$ cat config.mk
export PLATFORM = sky130hd
export DESIGN_NAME = pll_lock_sequencer
export DESIGN_NICKNAME = d
export VERILOG_FILES = /design/src/rtl/pll_lock_sequencer.sv
export SDC_FILE = /design/constraint.sdc
export NUM_CORES = 1
export LEC_CHECK = 0
export CORE_UTILIZATION = 60
export DETAILED_ROUTE_END_ITERATION = 12
export MAX_ROUTING_LAYER = met4
export PLACE_DENSITY_LB_ADDON = 0.25
export SETUP_SLACK_MARGIN = 0.5
export SYNTH_ARGS = -nofsm -noshare
export SYNTH_HDL_FRONTEND = slang
export SYNTH_SLANG_ARGS = --single-unit
$ cat constraint.sdc
create_clock -name clk -period 3 [get_ports clk]
set_input_delay 0.3 -clock clk [delete_from_list [all_inputs] [get_ports clk]]
set_output_delay 0.3 -clock clk [all_outputs]
set_load 0.05 [all_outputs]
$ cat src/rtl/pll_lock_sequencer.sv
// pll_lock_sequencer
// Brings up the ECP5 EHXPLLL from the 25 MHz reference clock: pulses the PLL
// reset, waits for LOCK (with timeout and retry), qualifies lock over a stable
// window and only then releases the root SoC reset. Lock loss or a relock
// request restarts the whole sequence.
// Optional feature macro: PLL_PHASE_STEP_EN adds the dynamic phase-step ports
// (step_req/step_sel/step_dir in, step_busy/pll_phasesel/pll_phasedir/
// pll_phasestep out). Without it the wrapper ties the PLL phase pins statically.
module pll_lock_sequencer #(
  parameter int PLL_RST_CYCLES = 16,
  parameter int LOCK_TIMEOUT   = 65536,
  parameter int STABLE_CYCLES  = 1024,
  parameter int SYNC_STAGES    = 2,
  parameter int RETRY_W        = 8
`ifdef PLL_PHASE_STEP_EN
  , parameter int STEP_PULSE   = 4
`endif
) (
  input  logic               clk,
  input  logic               rst,
  input  logic               pll_locked_async,
  input  logic               relock_req,
  output logic               pll_rst,
  output logic               sys_rst,
  output logic               ready,
  output logic [RETRY_W-1:0] retry_count
`ifdef PLL_PHASE_STEP_EN
  ,
  input  logic               step_req,
  input  logic [1:0]         step_sel,
  input  logic               step_dir,
  output logic               step_busy,
  output logic [1:0]         pll_phasesel,
  output logic               pll_phasedir,
  output logic               pll_phasestep
`endif
);

  // One shared counter serves all timed states, so it must hold the largest
  // terminal value (STABLE compares against STABLE_CYCLES itself).
  localparam int MAX_AB  = (PLL_RST_CYCLES - 1 > LOCK_TIMEOUT - 1) ? PLL_RST_CYCLES - 1 : LOCK_TIMEOUT - 1;
  localparam int MAX_CNT = (MAX_AB > STABLE_CYCLES) ? MAX_AB : STABLE_CYCLES;
  localparam int CNT_W   = $clog2(MAX_CNT + 1);

  localparam logic [CNT_W-1:0]   PRST_LAST = CNT_W'(PLL_RST_CYCLES - 1);
  localparam logic [CNT_W-1:0]   WAIT_LAST = CNT_W'(LOCK_TIMEOUT - 1);
  localparam logic [CNT_W-1:0]   STAB_LAST = CNT_W'(STABLE_CYCLES);
  localparam logic [CNT_W-1:0]   CNT_ONE   = CNT_W'(1);
  localparam logic [RETRY_W-1:0] RETRY_MAX = {RETRY_W{1'b1}};
  localparam logic [RETRY_W-1:0] RETRY_ONE = RETRY_W'(1);

  typedef enum logic [1:0] {
    PRST      = 2'd0,
    WAIT_LOCK = 2'd1,
    STABLE    = 2'd2,
    RUN       = 2'd3
  } state_t;

  state_t                 state_r;
  logic [CNT_W-1:0]       cnt_r;
  logic [SYNC_STAGES-1:0] sync_r;
  logic                   lock_s;
  logic                   relock_s;

  assign lock_s   = sync_r[SYNC_STAGES-1];
  // A relock request during the reset pulse would only restart what is already running.
  assign relock_s = relock_req && (state_r != PRST);

  // Bring the asynchronous PLL lock indication into the clk domain.
  always_ff @(posedge clk) begin
    if (rst) begin
      sync_r <= '0;
    end else begin
      sync_r <= {sync_r[SYNC_STAGES-2:0], pll_locked_async};
    end
  end

  // Sequencer FSM: reset pulse, lock wait with timeout, lock qualification, run.
  always_ff @(posedge clk) begin
    if (rst) begin
      state_r     <= PRST;
      cnt_r       <= '0;
      pll_rst     <= 1'b1;
      sys_rst     <= 1'b1;
      ready       <= 1'b0;
      retry_count <= '0;
    end else if (relock_s) begin
      // Relock outranks timeout and lock loss and never counts as a retry.
      state_r <= PRST;
      cnt_r   <= '0;
      pll_rst <= 1'b1;
      sys_rst <= 1'b1;
      ready   <= 1'b0;
    end else begin
      case (state_r)
        PRST: begin
          if (cnt_r == PRST_LAST) begin
            state_r <= WAIT_LOCK;
            cnt_r   <= '0;
            pll_rst <= 1'b0;
          end else begin
            cnt_r <= cnt_r + CNT_ONE;
          end
        end
        WAIT_LOCK: begin
          if (lock_s) begin
            state_r <= STABLE;
            cnt_r   <= '0;
          end else if (cnt_r == WAIT_LAST) begin
            state_r <= PRST;
            cnt_r   <= '0;
            pll_rst <= 1'b1;
            if (retry_count != RETRY_MAX) begin
              retry_count <= retry_count + RETRY_ONE;
            end
          end else begin
            cnt_r <= cnt_r + CNT_ONE;
          end
        end
        STABLE: begin
          if (!lock_s) begin
            // A dropout restarts the lock wait from scratch; the PLL is not reset.
            state_r <= WAIT_LOCK;
            cnt_r   <= '0;
          end else if (cnt_r == STAB_LAST) begin
            state_r <= RUN;
            cnt_r   <= '0;
            sys_rst <= 1'b0;
            ready   <= 1'b1;
          end else begin
            cnt_r <= cnt_r + CNT_ONE;
          end
        end
        RUN: begin
          if (!lock_s) begin
            state_r <= PRST;
            cnt_r   <= '0;
            pll_rst <= 1'b1;
            sys_rst <= 1'b1;
            ready   <= 1'b0;
          end else begin
            cnt_r <= '0;
          end
        end
        default: begin
          state_r <= PRST;
          cnt_r   <= '0;
          pll_rst <= 1'b1;
          sys_rst <= 1'b1;
          ready   <= 1'b0;
        end
      endcase
    end
  end

`ifdef PLL_PHASE_STEP_EN
  localparam int STEP_W = $clog2(2 * STEP_PULSE);
  localparam logic [STEP_W-1:0] STEP_HI_LAST = STEP_W'(STEP_PULSE - 1);
  localparam logic [STEP_W-1:0] STEP_LAST    = STEP_W'(2 * STEP_PULSE - 1);
  localparam logic [STEP_W-1:0] STEP_ONE     = STEP_W'(1);

  logic [STEP_W-1:0] step_cnt_r;
  logic              leave_run_s;

  assign leave_run_s = (state_r == RUN) && (relock_req || !lock_s);

  // Phase-step handshake: one PHASESTEP high/low pulse per accepted request, only while running.
  always_ff @(posedge clk) begin
    if (rst) begin
      step_cnt_r    <= '0;
      step_busy     <= 1'b0;
      pll_phasesel  <= 2'b00;
      pll_phasedir  <= 1'b0;
      pll_phasestep <= 1'b0;
    end else if ((state_r != RUN) || leave_run_s) begin
      // Abort any step in flight; select/direction keep their last value.
      step_cnt_r    <= '0;
      step_busy     <= 1'b0;
      pll_phasestep <= 1'b0;
    end else if (step_busy) begin
      if (step_cnt_r == STEP_HI_LAST) begin
        pll_phasestep <= 1'b0;
      end
      if (step_cnt_r == STEP_LAST) begin
        step_busy <= 1'b0;
      end
      step_cnt_r <= step_cnt_r + STEP_ONE;
    end else if (step_req) begin
      step_cnt_r    <= '0;
      step_busy     <= 1'b1;
      pll_phasesel  <= step_sel;
      pll_phasedir  <= step_dir;
      pll_phasestep <= 1'b1;
    end else begin
      step_cnt_r <= '0;
    end
  end
`endif

endmodule

==> After elaboration in Yosys (flattened, before gate mapping) <==
Cells that the tools add are included.
{ "word_totals": {"regBits": 31, "latchBits": 0, "mem_bits_rw": 0, "romBits": 0, "in_bits": 4, "out_inout_bits": 11, "elab_cells": 61, "n_memories": 0} }
{ "classes": {"addsub": 2, "mul": 0, "div_mod_pow": 0, "order_cmp": 0, "eq_ne": 15, "shift": 0, "n_mux": 25, "bitwise_logic": 2, "n_reduce_logical": 10} }
{ "ops": {"columns": ["operator", "n"], "rows": [
  ["16-bit 2-to-1 mux", 5],
  ["16-bit case mux with 4 select lines", 1],
  ["16-bit by 1-bit adder with 16-bit output (second input constant)", 1],
  ["16-bit by 11-bit == test with 1-bit output (second input constant)", 1],
  ["16-bit == test (second input constant)", 1],
  ["16-bit by 4-bit == test with 1-bit output (second input constant)", 1],
  ["2-bit 2-to-1 mux", 6],
  ["2-bit inequality test (second input constant)", 6],
  ["5-bit AND reduction", 2],
  ["1-bit 2-to-1 mux", 9],
  ["8-bit by 1-bit adder with 8-bit output (second input constant)", 1],
  ["8-bit inequality test (second input constant)", 1],
  ["2-bit case mux with 4 select lines", 1],
  ["4-bit AND reduction", 2],
  ["3-bit inequality test (second input constant)", 2],
  ["2-bit == test (second input constant)", 2],
  ["1-bit case mux with 2 select lines", 2],
  ["2-bit nonzero test", 2],
  ["1-bit case mux with 3 select lines", 1],
  ["3-bit nonzero test", 1],
  ["2-bit by 1-bit == test with 1-bit output (second input constant)", 1],
  ["2-bit logical NOT", 1],
  ["1-bit inverter", 2],
  ["2-bit OR reduction", 1],
  ["1-bit logical AND", 1]
]} }

==> Logic depth before layout (Yosys ltp) <==
Gate-level depths: netlist of run 1.
{ "logic_depth": {"depth_word": 4, "ltp_mapped": 8, "mapped_depth_nobuf": 7} }

==> Least setup slack after synthesis of run 1 <==
OpenSTA, ideal clock, no wires.
{ "synth_timing": {"path_type": "register -> register", "startpoint": "register retry_count[0]", "endpoint": "register retry_count[7]", "setup_ns": 0.059, "arrival_ns": 2.072, "t_required_ns": 2.941, "path_slack_ns": 0.869, "path_stages_with_launch": 7, "path_buffers": 0, "period_less_slack_ns": 2.131, "path_cell_list": "dfxtp_1 -> ha_1 -> nand3_1 -> o21ai_0 -> nor4_4 -> a311o_1 -> nand2_1"} }
{ "synth_between": {"elab_chain_len": 2, "word_cells_on_any_way": 3, "classes_between": "add/sub: 1; eq/ne: 1; reduce/logical: 1"} }
{ "synth_lines": {"columns": ["item", "line", "source"], "rows": [
  ["start: declaration", "26", "output logic [RETRY_W-1:0] retry_count"],
  ["start signal: assignment", "114", "retry_count <= retry_count + RETRY_ONE;"],
  ["branches (longest 2 deep; another with 8-bit by 1-bit adder with 8-bit output)", null, null]
]} }
Several ways; the timed one is not identified.
A chain may end at the register's enable or synchronous reset.

==> Worst setup path after layout of run 1 <==
{ "layout_timing": {"startpoint": "register cnt_r[0]", "endpoint": "register retry_count[7]"} }
{ "layout_between": {"elab_chain_len": 2} }
{ "layout_lines": {"columns": ["item", "line", "source"], "rows": [
  ["start: declaration", "60", "logic [CNT_W-1:0] cnt_r;"],
  ["start signal: assignment", "102", "cnt_r <= cnt_r + CNT_ONE;"],
  ["start signal: assignment", "117", "cnt_r <= cnt_r + CNT_ONE;"],
  ["start signal: assignment", "131", "cnt_r <= cnt_r + CNT_ONE;"],
  ["16-bit == test", "109", "end else if (cnt_r == WAIT_LAST) begin"],
  ["5-bit AND reduction (no line)", null, null]
]} }
Every way passes these cells.

==> flow_metrics.tcl, run 1 <==
set metrics [dict create \
    async_reset_ff_frac 0 \
    area_growth_pct 12.2 \
    period_share 0.759 \
    synthCells 178 \
    drtIter0Drc 44 \
    maxCapViolations 0 \
    synthesis.area_um2 1590 \
    htreeDepth 2 \
    clkSinkCount 31 \
    drc 0 \
    dr.pass1.iters 4 \
    worstPathMaxFanout 7 \
    antenna_found_initial 0 \
    end_kind "flip-flop" \
    hold_violations 0 \
    power_density_nw_per_um2 381 \
    relSlewSlack 0.477 \
    reg2reg_depth 6 \
    drtAntennaViolNets 0 \
    period_needed_ns 2.28 \
    ios 15 \
    dieArea_um2 2870 \
    whs_path_depth 1 \
    postCtsHoldBufs 0 \
    globalRouteTotalUtil 0.272 \
    clk_pin_slew_ns 0.09 \
    synth-edff-count 0 \
    skew_ns 0.00713 \
    rows 18 \
    wl_um 3270 \
    core_um2 2500 \
    setup_tns_ns 0 \
    worstSetupStartpointType "flip-flop" \
    maxSlewViolCount 0 \
    synth_top_cells_by_area "dfxtp_1, nor2_1, xnor2_1, ha_1, xor2_1" \
    drive_gt1_frac 0.0769 \
    setup_viol 0 \
    grt_pass1_wl_um 5330 \
    dp_hpwl_um 2400 \
    vias 1359 \
    hold_class "reg -> reg" \
    grt_overflow 0 \
    status "completed" \
    fin_util 0.716 \
    fin_cells 225 \
    synth_ff_type "dfxtp_1" \
    cts.root.buffer_cell "clkbuf_4" \
    cts_tree "done" \
    critical_path_class "reg -> reg" \
    yosysWarnings 0 \
    n_antenna_cell 0 \
    netlist.area_leader.share 0.389 \
    nets 205 \
    p_leak_uw 0.000643 \
    clockBufferDepth 2 \
    synth_nets 189 \
    synth_cell_type_count 42 \
    die_y_um 53.5 \
    first_global_vias 1215 \
    clkLatencyLatePin_ns 0.34 \
    syn_avg_cell_area_um2 8.96 \
    worst_slew_pin_slew_ns 0.776 \
    start_util 0.638 \
    peakVddDrop_v 0.000447 \
    whs_endpoint "sync_r[1]" \
    yosysSeqAreaShare 0.389 \
    total_power_uw 681 \
    cts_setup_buffers 0 \
    hold_start "sync_r[0]" \
    timing.hold.ws_ns 0.457 \
    place.gp.congestion 0.882 \
    reg2reg_from "cnt_r[0]" \
    synth_top_area_cell "dfxtp_1" \
    fp.dieW_um 53.5 \
    grt_max_degree 17 \
    ctsResizeCount 0 \
    cp.required_ns 3.29 \
    portBuffers 14 \
    fmax_ghz 0.439 \
    wl_per_cell_um 14.5 \
    r2r-end "retry_count[7]" \
    via_per_inst 6.04 \
    arrival_ns 2.57 \
    rsz0062_at_grt "no" \
    ys_ff_latch 31 \
    r2r_slack_ns 0.72 \
    cts_made_buffers 5 \
    dp_cells 217 \
]
[cells in the mapped netlist, drive strengths merged, types with 2 or more instances]
library cell	instances
mux2i	2
nor3	2
nand4	8
dfxtp	31
nor2b	2
a21oi	3
or4	3
xor2	7
and3	5
ha	7
or3	2
nor4	6
o22ai	2
o21ai	6
nor2	29
xnor2	12
nand2b	3
nand3	11
inv	10
nand2	6
and4	2
buf	4
[cells in the final DEF, fill, tap and decap left out, types with 3 or more instances in the layout]
cell type,count
and3_1,5
o21ai_0,3
nor4_1,5
clkbuf_4,5
nand2b_1,3
nand4_1,8
inv_1,10
nand3_1,11
or4_4,3
xor2_1,7
dfxtp_1,31
ha_1,7
xnor2_1,12
nor2_1,29
nand2_1,5
clkdlybuf4s50_1,14
a21oi_1,3
o21ai_1,3
[report_power, final]
| group | leakage (uW) | switching (uW) | internal, uW |
|---|---|---|---|
| logic | 0.000363 | 12.9 | 11.0 |
| clock network | 0.0000293 | 144 | 91.1 |
| registers | 0.000251 | 6.36 | 416 |
[layer usage]
metal | global-route usage | up-vias | wire, um
met5 | - | - | 0
met4 | 0.136 | 0 | 57
met3 | 0.0593 | 7 | 160
met2 | 0.417 | 42 | 1550
met1 | 0.335 | 639 | 1510
li1 | - | 671 | -
[cell type report]
| cell class | instances | area (um2) |
|---|---|---|
| clock buffer | 7 | 45.0 |
| fill | 200 | 711 |
| inverter | 10 | 37.5 |
| tap | 30 | 37.5 |
| clock inverter | 1 | 5.00 |
| sequential | 31 | 621 |
| timing repair buffer | 14 | 140 |
| multi-input combinational | 132 | 903 |
[worst max path at each step]
stage	start	to	slack, ns	depth (start not counted)
global route	cnt_r[0]	retry_count[7]	0.57	6
global placement	relock_req	retry_count[7]	0.89	6
finish	cnt_r[0]	retry_count[7]	0.72	6
CTS	cnt_r[0]	retry_count[7]	0.71	6
detailed placement	cnt_r[0]	retry_count[7]	0.76	6
floorplan	retry_count[0]	retry_count[7]	0.87	6
[cell families (layout without fill, tap and decap cells)]
| logic type | after synthesis | in the layout | share of synthesized area |
|---|---|---|---|
| xor+xnor | 19 | 19 | 0.104 |
| simple gates | 82 | 82 | 0.287 |
| mux | 2 | 2 | 0.0126 |
| buf+inv | 15 | 32 | 0.0440 |
| fa+ha+maj | 7 | 7 | 0.0549 |
| compound gates | 22 | 22 | 0.108 |
| flops | 31 | 31 | 0.389 |
[state kept, by name, indices dropped and copies added, names as in the netlist]
name	count
ready	1
pll_rst	1
sync_r	2
cnt_r	16
sys_rst	1
retry_count	8
state_r	2
[through the flow]
step           cell area, um2  worst slack (ns)
2_1_floorplan            1590             0.869
6_report                 1790             0.723
5_1_grt                  1790             0.569
3_3_place_gp             1740             0.885
3_5_place_dp             1740             0.761
4_1_cts                  1790             0.714
[worst max-delay path, cell delays in order (launching register included)]
cell and delay, ns:
dfxtp_1 0.41, ha_1 0.25, and3_1 0.29, nand3_1 0.30, nor4_4 0.44, or4b_1 0.46
nand2_1 0.08
No activity file was read; power rests on OpenSTA's default activity.
==> inputs of run 2 (changes only) <==
--- a/config.mk
+++ b/config.mk
@@ -5,7 +5,7 @@
 export SDC_FILE = /design/constraint.sdc
 export NUM_CORES = 1
 export LEC_CHECK = 0
-export CORE_UTILIZATION = 60
+export CORE_UTILIZATION = 50
 export DETAILED_ROUTE_END_ITERATION = 12
 export MAX_ROUTING_LAYER = met4
 export PLACE_DENSITY_LB_ADDON = 0.25
==> constraint.sdc (replaced) <==
create_clock -name clk -period 1.93 [get_ports clk]
set_input_delay 0.193 -clock clk [delete_from_list [all_inputs] [get_ports clk]]
set_output_delay 0.193 -clock clk [all_outputs]
set_load 0.05 [all_outputs]
==> run 2 against run 1 <==
Compared with the run above:
- critical path depth shrank 1
- largest cell class unchanged
- highest routed layer unchanged
- largest power group unchanged
- cell count up 17%
- critical endpoint is now state_r[0]
- the flow now finishes with violations (setup timing)
- non-clock buffer count up 26
==> flow_metrics.tcl, run 2 (same netlist as run 1, synthesis figures left out) <==
set metrics [dict create \
    failed_checks "setup timing" \
    fp.dieW_um 58.5 \
    worst_slew_pin_slew_ns 0.468 \
    drive_gt1_frac 0.329 \
    die_y_um 58.5 \
    cp.required_ns 2.15 \
    clkLatencyLatePin_ns 0.34 \
    cpMostUsedCell "or4_4" \
    skew_ns 0.0126 \
    core_um2 3030 \
    peakVddDrop_v 0.000378 \
    place.gp.congestion 0.957 \
    grt_overflow 0 \
    startpoint "cnt_r[12]" \
    crit_end "state_r[0]" \
    cp_top_family "simple AND/OR/NAND/NOR gates" \
    dp_hpwl_um 2650 \
    critPathSlowestCell "or4_4" \
    grt_pass1_wl_um 6090 \
    p_leak_uw 0.000811 \
    dieArea_um2 3420 \
    nets 231 \
    hold_violations 0 \
    crit_buf_inv 0 \
    grt_max_degree 17 \
    end_kind "flip-flop" \
    ios 15 \
    cp_num_cells 5 \
    portBuffers 14 \
    cts.root.buffer_cell "clkbuf_4" \
    period_share 1.05 \
    setup_tns_ns -0.683 \
    drc 0 \
    setup_viol 19 \
    fin_util 0.705 \
    rsz0062_at_grt "yes" \
    fin_cells 263 \
    period_needed_ns 2.04 \
    htreeDepth 2 \
    clk_pin_slew_ns 0.09 \
    clkSinkCount 31 \
    antenna_found_initial 0 \
    worstPathMaxFanout 3 \
    globalRouteTotalUtil 0.241 \
    drtAntennaViolNets 0 \
    layout_commonest_cell "nor2_1" \
    n_antenna_cell 0 \
    slowest_delay_ns 0.56 \
    top_register "cnt_r" \
    cts_tree "done" \
    largest_register_ffs 16 \
    vias 1445 \
    area_growth_pct 34.0 \
    start_util 0.526 \
    worstSetupStartpointType "flip-flop" \
    mostFrequentLayoutCells "nor2_1, buf_4, dfxtp_1" \
    via_per_inst 5.49 \
    postCtsHoldBufs 0 \
    layout_setup_ws_ns -0.105 \
    dp_cells 255 \
    clockBufferDepth 2 \
    dr.pass1.iters 4 \
    drtIter0Drc 70 \
    wl_um 3610 \
    arrival_ns 2.26 \
    hold_class "in -> reg" \
    timing.hold.ws_ns 0.422 \
    cp_cell_sequence "or4_4 -> or4_4 -> a22oi_4 -> nand2_2 -> o311a_1" \
    reg2reg_depth 5 \
    r2r-end "state_r[0]" \
    status "complete, but fails checks" \
    relSlewSlack 0.685 \
    first_global_vias 1404 \
    r2r_slack_ns -0.11 \
    hold_start "pll_locked_async" \
    reg2reg_from "cnt_r[12]" \
    critical_path_class "reg -> reg" \
    fmax_ghz 0.491 \
    largest_registers "cnt_r: 16 flops, retry_count: 8 flops" \
    maxCapViolations 0 \
    cts_made_buffers 5 \
    rows 20 \
    wl_per_cell_um 13.7 \
    maxSlewViolCount 0 \
    power_density_nw_per_um2 486 \
]
-- run 2: timing repair --
action	CTS	global route
pin swaps	2	3
endpoints found under the setup margin	40	37
endpoints found under the hold margin	0	0
gates resized for setup	18	18
setup buffers	1	1
-- run 2: power breakdown --
part           switching (uW)  internal, uW
Combinational            26.7          24.1
Clock                     208           129
Sequential               7.06           642
Total                     242           796
-- run 2: how the worst min path moves through the flow --
stage | to | slack (ns) | cells after the start
global placement | sync_r[1] | 0.42 | 1
detailed placement | sync_r[1] | 0.44 | 1
finish | sync_r[0] | 0.42 | 2
CTS | sync_r[0] | 0.42 | 2
global route | sync_r[0] | 0.45 | 2
floorplan | sync_r[0] | 0.32 | 1
-- run 2: area by class of cell --
cell class,count,area (um2)
flip-flops and latches,31,642
repair buffers,40,322
clock buffers,6,41.3
inverters,10,37.5
fillers,233,892
multi-input cells,132,1040
well taps,44,55.1
-- run 2: worst register-to-register path: stages, from the launching register on --
cell and delay (ns):
dfxtp_1 0.32, or4_4 0.53, or4_4 0.56, a22oi_4 0.17, nand2_2 0.07, o311a_1 0.28
-- run 2: through the flow --
stage / power [uW] / setup slack [ns] / cell area, um2
after detailed placement: 713 / -0.0865 / 2050
final: 1040 / -0.105 / 2140
after floorplan: 694 / -0.0586 / 1720
after CTS: 1050 / -0.0913 / 2100
after global routing: 1090 / -0.120 / 2140
after global placement: 710 / -0.0540 / 2050
-- run 2: metal layers --
layer  GRT usage  vias to the layer above  part of all wire
met5           -                        -                 0
met4      0.0918                        0             0.014
met3      0.0681                        6             0.040
met2       0.379                       36              0.51
met1       0.295                      691              0.43
li1            -                      712                 -
